File: config.mk
export PLATFORM = sky130hd
export DESIGN_NAME = adc_capture_ctrl_flat
export DESIGN_NICKNAME = d
export VERILOG_FILES = /design/src/rtl/scope_pkg.sv /design/src/rtl/adc_capture_ctrl_if.sv /design/src/rtl/adc_clk_gen.sv /design/src/rtl/adc_capture_ctrl.sv /design/src/flat_wrapper.sv
export SDC_FILE = /design/constraint.sdc
export NUM_CORES = 1
export LEC_CHECK = 0
export CAP_MARGIN = 10
export CORE_ASPECT_RATIO = 1.75
export CORE_UTILIZATION = 59
export DETAILED_ROUTE_END_ITERATION = 8
export PLACE_DENSITY_LB_ADDON = 0.08
export SETUP_SLACK_MARGIN = 0.02
export SLEW_MARGIN = 20
export SYNTH_ARGS = -nofsm -noshare
export SYNTH_HDL_FRONTEND = slang
export SYNTH_SLANG_ARGS = --single-unit
File: constraint.sdc
create_clock -name CLK -period 3.7 [get_ports CLK]
set_input_delay 0.37 -clock CLK [delete_from_list [all_inputs] [get_ports CLK]]
set_output_delay 0.37 -clock CLK [all_outputs]
set_load 0.005 [all_outputs]
File: src/rtl/scope_pkg.sv
// Shared definitions for the scope capture slice: sample width, default RAM
// address width and the capture state encoding.
package scope_pkg;

    localparam int unsigned ADC_DW     = 8;
    localparam int unsigned AW_DEFAULT = 10;

    typedef enum logic [2:0] {
        ST_IDLE,
        ST_PRE,
        ST_WAIT,
        ST_POST,
        ST_DONE
    } cap_state_t;

    // Status outputs {busy, done, n_oe} that belong to a given state.
    function automatic logic [2:0] status_of(cap_state_t s);
        logic busy;
        busy = (s == ST_PRE) || (s == ST_WAIT) || (s == ST_POST);
        return {busy, (s == ST_DONE), ~busy};
    endfunction

endpackage

File: src/rtl/adc_capture_ctrl_if.sv
// Sample-RAM write port of the capture controller; master side is the
// controller, slave side the RAM.
interface adc_capture_ctrl_if #(
    parameter int unsigned AW = scope_pkg::AW_DEFAULT
);
    import scope_pkg::*;

    logic              WR_EN;
    logic [AW-1:0]     WR_ADDR;
    logic [ADC_DW-1:0] WR_DATA;

    modport master (output WR_EN, WR_ADDR, WR_DATA);
    modport slave  (input  WR_EN, WR_ADDR, WR_DATA);

endinterface

File: src/rtl/adc_clk_gen.sv
// Free-running converter clock divider; strobe marks the first CLK cycle of
// each ADC_CLK high phase.
module adc_clk_gen #(
    parameter int unsigned DIV_HALF = 2
) (
    input  logic CLK,
    input  logic nRST,
    output logic ADC_CLK,
    output logic strobe
);

    localparam logic [7:0] LAST = 8'(DIV_HALF - 1);

    logic [7:0] div_cnt;

    always_ff @(posedge CLK or negedge nRST) begin
        if (!nRST) begin
            div_cnt <= '0;
            ADC_CLK <= 1'b0;
            strobe  <= 1'b0;
        end else if (div_cnt == LAST) begin
            div_cnt <= '0;
            ADC_CLK <= ~ADC_CLK;
            strobe  <= ~ADC_CLK;
        end else begin
            div_cnt <= div_cnt + 8'd1;
            strobe  <= 1'b0;
        end
    end

endmodule

File: src/rtl/adc_capture_ctrl.sv
// Pre/post-trigger ADC capture into a circular sample RAM.
// Optional macro ADC_CAPTURE_FORCE_TRIG_EN adds the FORCE_TRIG input.
module adc_capture_ctrl
    import scope_pkg::*;
#(
    parameter int unsigned DIV_HALF = 2,
    parameter int unsigned AW       = AW_DEFAULT
) (
    input  logic              CLK,
    input  logic              nRST,
    input  logic              ARM,
    input  logic              ABORT,
    input  logic [ADC_DW-1:0] TRIG_LEVEL,
    input  logic              TRIG_RISING,
    input  logic [AW-1:0]     PRE_CNT,
    input  logic [ADC_DW-1:0] ADC_D,
`ifdef ADC_CAPTURE_FORCE_TRIG_EN
    input  logic              FORCE_TRIG,
`endif
    output logic              ADC_CLK,
    output logic              ADC_nOE,
    adc_capture_ctrl_if.master wr,
    output logic [AW-1:0]     TRIG_ADDR,
    output logic              BUSY,
    output logic              DONE
);

    localparam logic [AW-1:0] ONE = AW'(1);

    logic              strobe;
    cap_state_t        state;
    logic [AW-1:0]     wr_ptr;
    logic [AW-1:0]     pre_lat;
    logic [AW-1:0]     post_len;
    logic [AW-1:0]     phase_cnt;
    logic [ADC_DW-1:0] prev;
    logic              first;
    logic              rise_hit;
    logic              fall_hit;
    logic              level_hit;
    logic              trig_hit;
    logic              do_write;
`ifdef ADC_CAPTURE_FORCE_TRIG_EN
    logic              force_pend;
`endif

    adc_clk_gen #(.DIV_HALF(DIV_HALF)) u_clk_gen (
        .CLK     (CLK),
        .nRST    (nRST),
        .ADC_CLK (ADC_CLK),
        .strobe  (strobe)
    );

    // Post-trigger writes beyond the trigger sample: DEPTH-1-pre = ~pre in AW bits.
    always_comb begin
        post_len  = ~pre_lat;
        rise_hit  = (prev < TRIG_LEVEL) && (TRIG_LEVEL <= ADC_D);
        fall_hit  = (prev >= TRIG_LEVEL) && (TRIG_LEVEL > ADC_D);
        level_hit = !first && (TRIG_RISING ? rise_hit : fall_hit);
`ifdef ADC_CAPTURE_FORCE_TRIG_EN
        trig_hit  = level_hit || force_pend || FORCE_TRIG;
`else
        trig_hit  = level_hit;
`endif
        do_write  = strobe && ((state == ST_PRE) || (state == ST_WAIT) || (state == ST_POST));
    end

    always_ff @(posedge CLK or negedge nRST) begin
        if (!nRST) begin
            state                  <= ST_IDLE;
            {BUSY, DONE, ADC_nOE}  <= status_of(ST_IDLE);
            wr.WR_EN               <= 1'b0;
            wr.WR_ADDR             <= '0;
            wr.WR_DATA             <= '0;
            TRIG_ADDR              <= '0;
            wr_ptr                 <= '0;
            pre_lat                <= '0;
            phase_cnt              <= '0;
            prev                   <= '0;
            first                  <= 1'b1;
`ifdef ADC_CAPTURE_FORCE_TRIG_EN
            force_pend             <= 1'b0;
`endif
        end else if (ABORT) begin
            state                  <= ST_IDLE;
            {BUSY, DONE, ADC_nOE}  <= status_of(ST_IDLE);
            wr.WR_EN               <= 1'b0;
`ifdef ADC_CAPTURE_FORCE_TRIG_EN
            force_pend             <= 1'b0;
`endif
        end else begin
            wr.WR_EN <= do_write;
            if (do_write) begin
                wr.WR_ADDR <= wr_ptr;
                wr.WR_DATA <= ADC_D;
                wr_ptr     <= wr_ptr + ONE;
                prev       <= ADC_D;
                first      <= 1'b0;
            end
`ifdef ADC_CAPTURE_FORCE_TRIG_EN
            if ((state == ST_WAIT) && FORCE_TRIG) force_pend <= 1'b1;
`endif
            case (state)
                ST_IDLE, ST_DONE: begin
                    if (ARM) begin
                        wr_ptr    <= '0;
                        phase_cnt <= '0;
                        pre_lat   <= PRE_CNT;
                        first     <= 1'b1;
`ifdef ADC_CAPTURE_FORCE_TRIG_EN
                        force_pend <= 1'b0;
`endif
                        if (PRE_CNT == '0) begin
                            state                 <= ST_WAIT;
                            {BUSY, DONE, ADC_nOE} <= status_of(ST_WAIT);
                        end else begin
                            state                 <= ST_PRE;
                            {BUSY, DONE, ADC_nOE} <= status_of(ST_PRE);
                        end
                    end
                end
                ST_PRE: begin
                    if (do_write) begin
                        if (phase_cnt == pre_lat - ONE) begin
                            state                 <= ST_WAIT;
                            {BUSY, DONE, ADC_nOE} <= status_of(ST_WAIT);
                            phase_cnt             <= '0;
                        end else begin
                            phase_cnt <= phase_cnt + ONE;
                        end
                    end
                end
                ST_WAIT: begin
                    if (do_write && trig_hit) begin
                        TRIG_ADDR <= wr_ptr;
                        phase_cnt <= '0;
`ifdef ADC_CAPTURE_FORCE_TRIG_EN
                        force_pend <= 1'b0;
`endif
                        if (post_len == '0) begin
                            state                 <= ST_DONE;
                            {BUSY, DONE, ADC_nOE} <= status_of(ST_DONE);
                        end else begin
                            state                 <= ST_POST;
                            {BUSY, DONE, ADC_nOE} <= status_of(ST_POST);
                        end
                    end
                end
                ST_POST: begin
                    if (do_write) begin
                        if (phase_cnt == post_len - ONE) begin
                            state                 <= ST_DONE;
                            {BUSY, DONE, ADC_nOE} <= status_of(ST_DONE);
                        end else begin
                            phase_cnt <= phase_cnt + ONE;
                        end
                    end
                end
                default: begin
                    state                 <= ST_IDLE;
                    {BUSY, DONE, ADC_nOE} <= status_of(ST_IDLE);
                end
            endcase
        end
    end

endmodule
File: src/flat_wrapper.sv
// flat-port wrapper written by rule: the top's interface ports become plain ports
module adc_capture_ctrl_flat import scope_pkg::*;
#(
    parameter int unsigned DIV_HALF = 2,
    parameter int unsigned AW       = AW_DEFAULT
)
  (CLK, nRST, ARM, ABORT, TRIG_LEVEL, TRIG_RISING, PRE_CNT, ADC_D, ADC_CLK, ADC_nOE, TRIG_ADDR, BUSY, DONE, wr_WR_EN, wr_WR_ADDR, wr_WR_DATA);
  adc_capture_ctrl_if #(.AW(AW)) wr_i ();
  input  logic CLK;
  input  logic nRST;
  input  logic ARM;
  input  logic ABORT;
  input  logic [ADC_DW-1:0] TRIG_LEVEL;
  input  logic TRIG_RISING;
  input  logic [AW-1:0] PRE_CNT;
  input  logic [ADC_DW-1:0] ADC_D;
  output logic ADC_CLK;
  output logic ADC_nOE;
  output logic [AW-1:0] TRIG_ADDR;
  output logic BUSY;
  output logic DONE;
  output wire logic [$bits(wr_i.WR_EN)-1:0] wr_WR_EN;
  output wire logic [$bits(wr_i.WR_ADDR)-1:0] wr_WR_ADDR;
  output wire logic [$bits(wr_i.WR_DATA)-1:0] wr_WR_DATA;
  assign wr_WR_EN = wr_i.WR_EN;
  assign wr_WR_ADDR = wr_i.WR_ADDR;
  assign wr_WR_DATA = wr_i.WR_DATA;
  adc_capture_ctrl #(.DIV_HALF(DIV_HALF), .AW(AW)) u_core (.CLK(CLK), .nRST(nRST), .ARM(ARM), .ABORT(ABORT), .TRIG_LEVEL(TRIG_LEVEL), .TRIG_RISING(TRIG_RISING), .PRE_CNT(PRE_CNT), .ADC_D(ADC_D), .ADC_CLK(ADC_CLK), .ADC_nOE(ADC_nOE), .wr(wr_i), .TRIG_ADDR(TRIG_ADDR), .BUSY(BUSY), .DONE(DONE));
endmodule
==> impl_results.md <==
* TritonCTS clock tree: yes
* Routability congestion estimate at slightly above 0.9
* Total wire length at ~11000 µm
* Synthesized area at ~4400 µm²
* Ports at 64
* Ys Warns at 0
* Die area at slightly below 8000 µm²
* Pin count of the biggest net entering global routing at between 70 and 80
* DRT iter0 DRCs at roughly 270
* Clock buffer count from CTS at 9
* Max-Cap Viols at 0
* #FFs+latches synth at between 70 and 80
* Number of port buffers at 63
* Max Fclk at ~340 MHz
* Root Buffer Master: clkbuf_16
* Final setup violation count at 0
* DRT antenna net count at 0
* Die X at roughly 67 µm
* Clock Latency Late Sink at about 0.34 ns
* Worst EP arrival at roughly 3.2 ns
* Async S/R FF share, synth at 100%
* TritonRoute pass-1 iters at 5
* Fin crit period at 2.98 ns
* Worst hold path type: in -> async
* DR vias/cell at about 6.0
* Synth Area per Inst at between 9 and 10 µm²
* Pre-CTS setup slack at ~0.50 ns
* Relative slew margins at a little over a third
* Antenna violations before repair at 0
* Placed Area at ~5000 µm²
* R2R setup slack at between 0.7 and 0.8 ns
* First-pass GRT wire length at about 17000 µm
* Total GRT Usage at ~30%
* # DRC at 0
* Maximum level of the CTS H-tree at 3
* Core area at 7180 µm²
* Die span in y at approximately 120 µm
* Design Area, Final at 5370 µm²
* Run status: finished, final reports clean
* Syn Inst Count at 475
* Critical R2R Capture: u_core.phase_cnt[0]
* Post-synth EDFFs at 0
* # placed instances at approximately 600
* Effective utilization at floorplan at between 60 and 70%
* Routed WL per cell at around 17 µm
* # diodes at 0
* Fin. Hold Viols at 0
* Worst Max-Slew Pin Slew at 0.967 ns
* Seq/Total Area, Yosys at 43.7%
* P&R area growth vs syn at 23.3%
* PD cells at 608 nW/µm²
* Filler cells at about 520
* Detail Placement HPWL at about 7600 µm
* Vias in the first global route at roughly 3700
* Clk buf depth at 2
* Post-Route Utilization at between 70 and 80%
* CP max FO at 7
* Syn_nets at ~530
* Post-CTS sizing at 0
* Layout cell share with drive strength beyond 1 at 8.99%
* Row cnt at 41
* Post-Layout Cell Count at between 600 and 700
* Remaining Overflow, GRT at 0
* Period utilization at between 80% and 90%
* Maximum vdd ir drop at about 0.45 mV
* R2R depth at 10
* Fin nets at just under 600
* CP Capture Type: flop
* Hold-fix buffers at CTS at 0
* Setup TNS at 0 ns
* Clk pin slew, worst setup/hold paths at 0.06 ns
* Slew Limit Fails at 0
* Cell variety after synth at 57
* RSZ-0062 raised after global routing: false
* WS Path Type: in -> reg
* Setup Skew at between 0.006 and 0.007 ns
* PnR worst setup slack at about 0.72 ns
* Num Clock Sinks at between 70 and 80
* Lkg Pwr at 2.38 nW
* Synth Flop Type: dfrtp_1
* Origin of the critical flop-to-flop path: u_core.pre_lat[0]
* Crit path launch type: input port
* Setup Fix Bufs, Post-CTS at 0
* CP required at slightly below 4 ns
* Vias at ~3700
-- cell families after synthesis --
| logic type | count (synthesis) | share of synthesized area [%] |
|---|---|---|
| and+or+nand+nor | 179 | 19.6 |
| AOI/OAI and AO/OA | 97 | 14.9 |
| DFF | 76 | 43.7 |
| buffers and inverters | 55 | 5.00 |
| xor gates and xnor gates | 28 | 5.80 |
| adders and majority gates | 22 | 6.32 |
| muxes | 18 | 4.62 |
-- cells in the mapped netlist (2+ instances only) --
| library cell | n | share of area (%) |
|---|---|---|
| and3_1 | 6 | 0.86 |
| nand3_1 | 15 | 1.7 |
| nor2b_1 | 3 | 0.43 |
| or2_2 | 4 | 0.57 |
| dfrtp_1 | 74 | 43 |
| a211o_1 | 6 | 1.2 |
| or4_1 | 2 | 0.34 |
| o211ai_1 | 4 | 0.69 |
| ha_1 | 22 | 6.3 |
| o21ai_0 | 32 | 3.7 |
| buf_2 | 3 | 0.34 |
| nor2_1 | 38 | 3.3 |
| a31oi_1 | 2 | 0.29 |
| o22ai_1 | 2 | 0.29 |
| a21boi_0 | 2 | 0.34 |
| nor3_1 | 8 | 0.92 |
| inv_1 | 30 | 2.6 |
| xor2_1 | 11 | 2.2 |
| a21oi_1 | 16 | 1.8 |
| buf_4 | 2 | 0.34 |
| xnor2_1 | 16 | 3.2 |
| o31ai_1 | 3 | 0.52 |
| clkbuf_1 | 18 | 1.6 |
| a211oi_1 | 5 | 0.86 |
| nor4_1 | 6 | 0.86 |
| nor3b_2 | 2 | 0.57 |
| dfstp_2 | 2 | 1.2 |
| a22o_1 | 7 | 1.4 |
| mux2_2 | 17 | 4.4 |
| nand2b_1 | 4 | 0.57 |
| o21bai_1 | 3 | 0.52 |
| a21o_1 | 2 | 0.34 |
| or3_1 | 6 | 0.86 |
| o2bb2ai_1 | 2 | 0.40 |
| nand4_1 | 11 | 1.6 |
| o311ai_0 | 2 | 0.40 |
| nand2_1 | 67 | 5.8 |
-- routing by layer --
metal  share of wire (%)  wire length, µm  vias up  track usage [%]
met5                   0                0        -                0
met4                 3.5              374        0             17.4
met3                 4.8              510       32             8.07
met2                  54             5770       92             53.7
met1                  38             4020     1809             31.6
li1                    -                -     1772                -
-- area by class of cell --
type | count | area [µm²] | share of cell area (%)
Sequential cell | 76 | 1900 | 35.5
Tap cell | 86 | 108 | 2.00
Clock inverter | 5 | 108 | 2.00
Inverter | 31 | 116 | 2.17
Clock buffer | 11 | 243 | 4.52
Multi-Input combinational cell | 344 | 2230 | 41.6
Timing Repair Buffer | 67 | 658 | 12.3
-- where the power goes --
part	leakage [nW]	internal [mW]	switching [mW]
registers	1.02	0.970	0.235
clock network	0.170	0.681	0.344
logic	1.19	0.505	0.533
total	2.38	2.16	1.11
-- layout by cell type (no fill, tap or decap), drive strengths merged, types with 4 or more instances in the layout --
cell type	synthesis	final
o21ai	32	32
o211ai	4	4
clkdlybuf4s50	0	62
dfrtp	74	74
xor2	11	11
mux2	17	17
and3	6	6
xnor2	17	17
a211oi	6	6
nor3	8	8
a211o	6	6
or2	5	5
a21oi	16	16
nor2	38	38
nand4	11	11
buf	6	5
nand2	67	67
nor4	6	6
inv	30	31
clkbuf	18	11
or3	6	6
a22o	7	7
nand2b	4	4
ha	22	22
nand3	15	15
-- critical path: stages --
cell and delay (ns):
clkdlybuf4s50_1 0.54, inv_1 0.07, ha_1 0.29, nor2b_1 0.13
o211ai_1 0.16, a21oi_1 0.10, nor4b_1 0.24, mux2_2 0.27
o21ai_0 0.24, buf_4 0.24, a211o_1 0.28, a22o_1 0.25
-- how the worst max path moves through the flow --
stage,to,cells past startpoint,startpoint
4_1_cts,u_core.phase_cnt[3],12,TRIG_LEVEL[1]
2_1_floorplan,u_core.BUSY,10,u_core.pre_lat[0]
3_3_place_gp,u_core.phase_cnt[5],12,TRIG_LEVEL[1]
6_report,u_core.phase_cnt[3],12,TRIG_LEVEL[1]
5_1_grt,u_core.phase_cnt[0],8,u_core.pre_lat[2]
3_5_place_dp,u_core.phase_cnt[3],12,TRIG_LEVEL[1]
-- sequential cells by signal, indices dropped and copies added (netlist names) --
signal,count
u_core.TRIG_ADDR,10
u_core.phase_cnt,10
u_core.pre_lat,10
u_core.wr.WR_ADDR,10
u_core.wr_ptr,10
u_core.prev,8
u_core.u_clk_gen.div_cnt,8
u_core.state,3
u_core.ADC_nOE,1
u_core.BUSY,1
u_core.DONE,1
u_core.first,1
u_core.u_clk_gen.ADC_CLK,1
u_core.u_clk_gen.strobe,1
u_core.wr.WR_EN,1
-- per-stage QoR --
step | hold slack [ns] | power (mW)
after detailed placement | 0.466 | 2.24
after global placement | 0.460 | 2.21
final | 0.170 | 3.27
after floorplan | 0.0744 | 1.88
after global routing | 0.269 | 3.47
after CTS | 0.223 | 3.28
Note: power is estimated with default switching activity, not from simulation.
